[config.mk]
export PLATFORM = sky130hd
export DESIGN_NAME = mini_alu_seq_flat
export DESIGN_NICKNAME = d
export VERILOG_FILES = /design/src/rtl/mini_alu_seq_if.sv /design/src/rtl/mini_alu_seq.sv /design/src/flat_wrapper.sv
export SDC_FILE = /design/constraint.sdc
export NUM_CORES = 1
export LEC_CHECK = 0
export CELL_PAD_IN_SITES_DETAIL_PLACEMENT = 0
export CELL_PAD_IN_SITES_GLOBAL_PLACEMENT = 1
export CORE_AREA = 4 4 97 122
export CTS_CLUSTER_DIAMETER = 30
export DETAILED_ROUTE_END_ITERATION = 16
export DIE_AREA = 0 0 101 126
export PLACE_DENSITY_LB_ADDON = 0.1
export SKIP_LAST_GASP = 1
export SLEW_MARGIN = 0
export SYNTH_ARGS = -nofsm -noshare
export SYNTH_HDL_FRONTEND = slang
export SYNTH_SLANG_ARGS = --single-unit
[constraint.sdc]
create_clock -name clk -period 4.4 [get_ports clk]
set_input_delay 0.44 -clock clk [delete_from_list [all_inputs] [get_ports clk]]
set_output_delay 0.44 -clock clk [all_outputs]
set_load 0.01 [all_outputs]
[src/rtl/mini_alu_seq_if.sv]
// Handshake bundle for mini_alu_seq: operand/op request side and
// result/flag response side, each with its own valid/ready pair.
interface mini_alu_seq_if #(
    parameter int WIDTH = 4,
    parameter int RES_W = 20
);
    logic             in_valid;
    logic             in_ready;
    logic [WIDTH-1:0] in_a;
    logic [WIDTH-1:0] in_b;
    logic [1:0]       op;
    logic             acc_clr;
    logic             out_valid;
    logic             out_ready;
    logic [RES_W-1:0] result;
    logic             ovf;

    modport master (
        output in_valid, in_a, in_b, op, acc_clr, out_ready,
        input  in_ready, out_valid, result, ovf
    );

    modport slave (
        input  in_valid, in_a, in_b, op, acc_clr, out_ready,
        output in_ready, out_valid, result, ovf
    );
endinterface

[src/rtl/mini_alu_seq.sv]
// Clocked mini ALU: ADD/SUB in one exec cycle, MUL/MAC by
// shift-add over WIDTH cycles, with a guarded MAC accumulator.
module mini_alu_seq #(
    parameter int WIDTH = 4,
    parameter int GUARD = 12
) (
    input logic           clk,
    input logic           rst_n,
    mini_alu_seq_if.slave bus
);
    localparam int RES_W = 2*WIDTH + GUARD;
    localparam int PW    = 2*WIDTH;
    localparam int SW    = RES_W + 1;
    localparam int CW    = $clog2(WIDTH);

    typedef enum logic [1:0] {IDLE, EXEC, MUL, DONE} state_t;

    state_t           state;
    state_t           state_nx;
    logic [WIDTH-1:0] a_q;
    logic [WIDTH-1:0] b_q;
    logic             mode;
    logic [PW-1:0]    mcand;
    logic [PW-1:0]    prod;
    logic [PW-1:0]    prod_nx;
    logic [CW-1:0]    cnt;
    logic [RES_W-1:0] result_q;
    logic [RES_W-1:0] acc;
    logic [RES_W-1:0] acc_base;
    logic [RES_W-1:0] ex_res;
    logic [SW-1:0]    mac_sum;
    logic [WIDTH:0]   sum_ab;
    logic [WIDTH:0]   dif_ab;
    logic             ovf_q;
    logic             out_valid_q;
    logic             accept;
    logic             last_step;
    logic             hs;

    assign accept    = bus.in_valid && (state == IDLE);
    assign last_step = (state == MUL) && (cnt == CW'(WIDTH-1));
    assign hs        = out_valid_q && bus.out_ready;

    assign prod_nx  = b_q[0] ? prod + mcand : prod;
    // A clear in the final MAC cycle wins over the old accumulator.
    assign acc_base = bus.acc_clr ? '0 : acc;
    assign mac_sum  = {1'b0, acc_base} + SW'(prod_nx);

    assign sum_ab = {1'b0, a_q} + {1'b0, b_q};
    assign dif_ab = {1'b0, a_q} - {1'b0, b_q};

    always_comb begin
        ex_res = RES_W'(sum_ab);
        unique case (1'b1)
            mode:    ex_res = {{(RES_W-WIDTH-1){dif_ab[WIDTH]}}, dif_ab};
            default: ex_res = RES_W'(sum_ab);
        endcase
    end

    always_comb begin
        state_nx = state;
        unique case (state)
            IDLE:    if (accept) state_nx = bus.op[1] ? MUL : EXEC;
            EXEC:    state_nx = DONE;
            MUL:     if (last_step) state_nx = DONE;
            DONE:    if (hs) state_nx = IDLE;
            default: state_nx = IDLE;
        endcase
    end

    always_ff @(posedge clk or negedge rst_n) begin
        if (!rst_n) begin
            state <= IDLE;
        end else begin
            state <= state_nx;
        end
    end

    always_ff @(posedge clk or negedge rst_n) begin
        if (!rst_n) begin
            a_q   <= '0;
            b_q   <= '0;
            mode  <= 1'b0;
            mcand <= '0;
            prod  <= '0;
            cnt   <= '0;
        end else if (accept) begin
            a_q   <= bus.in_a;
            b_q   <= bus.in_b;
            mode  <= bus.op[0];
            mcand <= PW'(bus.in_a);
            prod  <= '0;
            cnt   <= '0;
        end else if (state == MUL) begin
            prod  <= prod_nx;
            mcand <= mcand << 1;
            b_q   <= b_q >> 1;
            cnt   <= cnt + CW'(1);
        end
    end

    always_ff @(posedge clk or negedge rst_n) begin
        if (!rst_n) begin
            result_q    <= '0;
            acc         <= '0;
            ovf_q       <= 1'b0;
            out_valid_q <= 1'b0;
        end else begin
            if (state == EXEC) begin
                result_q <= ex_res;
            end else if (last_step) begin
                result_q <= mode ? mac_sum[RES_W-1:0] : RES_W'(prod_nx);
            end
            if (last_step && mode) begin
                acc   <= mac_sum[RES_W-1:0];
                ovf_q <= (ovf_q && !bus.acc_clr) || mac_sum[RES_W];
            end else if (bus.acc_clr) begin
                acc   <= '0;
                ovf_q <= 1'b0;
            end
            // Valid is registered off DONE, adding one cycle of latency.
            out_valid_q <= (state == DONE) && !hs;
        end
    end

    assign bus.in_ready  = (state == IDLE);
    assign bus.out_valid = out_valid_q;
    assign bus.result    = result_q;
    assign bus.ovf       = ovf_q;
endmodule

[src/flat_wrapper.sv]
// flat-port wrapper written by rule: the top's interface ports become plain ports
module mini_alu_seq_flat 
#(
    parameter int WIDTH = 4,
    parameter int GUARD = 12
)
  (clk, rst_n, bus_in_valid, bus_in_a, bus_in_b, bus_op, bus_acc_clr, bus_out_ready, bus_in_ready, bus_out_valid, bus_result, bus_ovf);
  mini_alu_seq_if #(.WIDTH(WIDTH), .RES_W(20)) bus_i ();
  input logic clk;
  input logic rst_n;
  input wire logic [$bits(bus_i.in_valid)-1:0] bus_in_valid;
  input wire logic [$bits(bus_i.in_a)-1:0] bus_in_a;
  input wire logic [$bits(bus_i.in_b)-1:0] bus_in_b;
  input wire logic [$bits(bus_i.op)-1:0] bus_op;
  input wire logic [$bits(bus_i.acc_clr)-1:0] bus_acc_clr;
  input wire logic [$bits(bus_i.out_ready)-1:0] bus_out_ready;
  output wire logic [$bits(bus_i.in_ready)-1:0] bus_in_ready;
  output wire logic [$bits(bus_i.out_valid)-1:0] bus_out_valid;
  output wire logic [$bits(bus_i.result)-1:0] bus_result;
  output wire logic [$bits(bus_i.ovf)-1:0] bus_ovf;
  assign bus_i.in_valid = bus_in_valid;
  assign bus_i.in_a = bus_in_a;
  assign bus_i.in_b = bus_in_b;
  assign bus_i.op = bus_op;
  assign bus_i.acc_clr = bus_acc_clr;
  assign bus_i.out_ready = bus_out_ready;
  assign bus_in_ready = bus_i.in_ready;
  assign bus_out_valid = bus_i.out_valid;
  assign bus_result = bus_i.result;
  assign bus_ovf = bus_i.ovf;
  mini_alu_seq #(.WIDTH(WIDTH), .GUARD(GUARD)) u_core (.clk(clk), .rst_n(rst_n), .bus(bus_i));
endmodule
==> results.sh <==
export IMPL_internal_power_mw=2.130
export IMPL_drtIter0Drc=123
export IMPL_path_clk_slew_ns=0.06
export IMPL_grt_pass1_vias=3866
export IMPL_drive_above_1_share_pct=8.065
export IMPL_ys_top_cells_by_count="dfrtp_1, nor2_1, nand2_1"
export IMPL_cts_tree="done"
export IMPL_cts_buffers=9
export IMPL_holdBufCountCts=0
export IMPL_drc=0
export IMPL_synth_flop_cell="dfrtp_1"
export IMPL_ctsHtreeMaxLevel=3
export IMPL_fp_dieW_um=101
export IMPL_dp_hpwl_um=8902
export IMPL_antenna_found_initial=0
export IMPL_finalCriticalPeriod_ns=3.949
export IMPL_ys_seq_area_share_pct=36.86
export IMPL_grt_overflow=0
export IMPL_hold_viol_final=0
export IMPL_syn_area_per_cell_um2=9.180
export IMPL_yosysTopAreaCell="dfrtp_1"
export IMPL_crit_fanout=11
export IMPL_dieArea_um2=12730
export IMPL_viasPerCell=5.599
export IMPL_pwr_share_comb_pct=50.9
export IMPL_slew_headroom_pct=31.05
export IMPL_pwr_share_seq_pct=28.8
export IMPL_synth_seq_cells=71
export IMPL_ys_types=73
export IMPL_synth_area_um2=4820
export IMPL_cts_resized=0
export IMPL_yosysTopAreaCellShare_pct=36.86
export IMPL_cts_sinks=71
export IMPL_ys_warn_count=0
export IMPL_hp_class="in2async"
export IMPL_clk_latency_ns=0.33
export IMPL_async_reset_ff_share_pct=100.0
export IMPL_firstDrtPassIters=4
export IMPL_fin_cells=690
export IMPL_postCtsSetupBuffers=0
export IMPL_critical_path_class="reg2reg"
export IMPL_area_growth_pct=15.97
export IMPL_max_freq_mhz=253.2
export IMPL_synth_most_common_cell="dfrtp_1"
export IMPL_grt_max_degree=72
export IMPL_cts_root_buffer="clkbuf_16"
export IMPL_portBuffers=37
export IMPL_worst_setup_path_start_kind="register"
export IMPL_ir_drop_v=0.0004580
export IMPL_switching_share_pct=41.39
export IMPL_netlist_instances=525
export IMPL_wl_per_cell_um=17.16
export IMPL_clockPowerShare_pct=20.3
export IMPL_clockBufferDepth=2
export IMPL_tightest_slew_ns=1.034
export IMPL_p_switching_mw=1.504
export IMPL_maxCapViolCount=0
export IMPL_vias=3863
export IMPL_crit_required_ns=4.62
export IMPL_grt_setup_unrepaired="no"
export IMPL_initial_core_util_pct=45.63
export IMPL_gp_congestion=0.8407
export IMPL_place_inst=675
export IMPL_wl_um=11840
export IMPL_finalCritPeriodShare_pct=89.76
export IMPL_grt_pass1_wl_um=19200
export IMPL_finalSetupViolCount=0
export IMPL_ant_nets=0
export IMPL_status="finished clean"
export IMPL_end_kind="register"
export IMPL_arrival_ns=4.16
export IMPL_p_leak_nw=2.441
export IMPL_placed_area_um2=5290
export IMPL_stdcell_area_um2=5589
export IMPL_grtUsageTotal_pct=19.21
export IMPL_core_area_um2=10560
export IMPL_die_y_um=126
export IMPL_nets=599
export IMPL_maxSlewViolCount=0
export IMPL_synth_edf_count=0
export IMPL_fin_skew_ns=0.006647
export IMPL_p_total_mw=3.634
export IMPL_fin_tns_setup_ns=0
export IMPL_power_density_nw_per_um2=650.1
export IMPL_antenna_cells=0
export IMPL_design_portCount=38
export IMPL_rows=42
export IMPL_syn_nets=570
export IMPL_synth_area_leaders="dfrtp_1, ha_1, xnor2_1"
==> registers in the layout, indices dropped and copies added, names as in the netlist <==
name	cells
u_core.bus.result	20
u_core.a_q	4
u_core.acc	20
u_core.mode	1
u_core.state	2
u_core.bus.out_valid	1
u_core.mcand	8
u_core.b_q	4
u_core.cnt	2
u_core.bus.ovf	1
u_core.prod	8
==> per-layer routing <==
| metal | track usage (%) | vias to the layer above | wire (um) |
|---|---|---|---|
| li1 | - | 1922 | - |
| met1 | 22.71 | 1855 | 5013 |
| met2 | 33.11 | 61 | 6048 |
| met3 | 2.434 | 25 | 294 |
| met4 | 10.80 | 0 | 486 |
| met5 | 0 | - | 0 |
==> path summary, 6_finish.rpt <==
| kind | startpoint | to | slack, ns | depth (start not counted) |
|---|---|---|---|---|
| worst max register to register | u_core.prod[0] | u_core.acc[18] | 0.45 | 12 |
| max in group asynchronous | rst_n | u_core.prod[6] | 3.55 | 1 |
| worst min-delay path | rst_n | u_core.bus.result[17] | 0.24 | 1 |
| worst max-delay path | u_core.prod[0] | u_core.acc[18] | 0.45 | 12 |
| min in group clk | u_core.bus.ovf | u_core.bus.ovf | 0.50 | 1 |
| worst min register to register | u_core.bus.ovf | u_core.bus.ovf | 0.50 | 1 |
==> layout by cell type, fill, tap and decap left out, types with 9 or more instances in the layout <==
master,count
a211oi_1,9
a21oi_1,26
and3_1,11
clkbuf_16,9
clkdlybuf4s50_1,36
dfrtp_1,71
ha_1,26
inv_1,22
mux2i_1,19
nand2_1,52
nand3_1,11
nor2_1,60
nor2b_1,14
o21ai_0,25
xnor2_1,26
xor2_1,13
==> layout make-up <==
cell class | instances | area, um^2
fillers | 982 | 4974
multi-input cells | 408 | 2864
flip-flops and latches | 71 | 1777
repair buffers | 41 | 397.9
clock buffers | 12 | 256.5
well taps | 132 | 165.2
inverters | 23 | 86.33
clock inverters | 3 | 42.54
==> power by group through the flow <==
| stage | logic [mW] | registers, mW | clock network (mW) |
|---|---|---|---|
| final | 1.85 | 1.05 | 0.737 |
| after global routing | 2.07 | 1.08 | 0.781 |
| after CTS | 1.87 | 1.05 | 0.759 |
| after detailed placement | 1.86 | 1.06 | 0 |
| after global placement | 1.83 | 1.05 | 0 |
| after floorplan | 1.32 | 1.03 | 0 |
==> worst max-delay path, stage by stage (launching register included) <==
cell and delay (ns):
dfrtp_1 0.40, ha_1 0.25, fa_1 0.43, mux2_2 0.32, fa_1 0.47, a21o_1 0.20
a21oi_1 0.33, a2111oi_0 0.17, nand3b_1 0.20, nand4b_1 0.19, nand2_1 0.29, and3_1 0.30
mux2_2 0.27
==> logic make-up (layout without fill, tap and decap cells) <==
family / Yosys count / count (layout) / synth area share, %
xor+xnor: 39 / 39 / 7.087
mux: 28 / 28 / 6.101
simple gates: 193 / 193 / 20.04
compound gates: 116 / 116 / 17.37
fa+ha+maj: 32 / 32 / 8.827
buf+inv: 46 / 79 / 3.712
flops: 71 / 71 / 36.86
==> through the flow <==
stage | util (%) | hold WS [ns] | worst slack [ns]
after floorplan | - | 0.1444 | 0.8667
after global placement | 50.08 | 0.4853 | 0.5607
after detailed placement | 50.08 | 0.4944 | 0.4459
after CTS | 52.91 | 0.2737 | 0.4292
after global routing | 52.91 | 0.3193 | 0.2514
final | 52.91 | 0.2442 | 0.4506
Note: power is estimated with default switching activity, not from simulation.
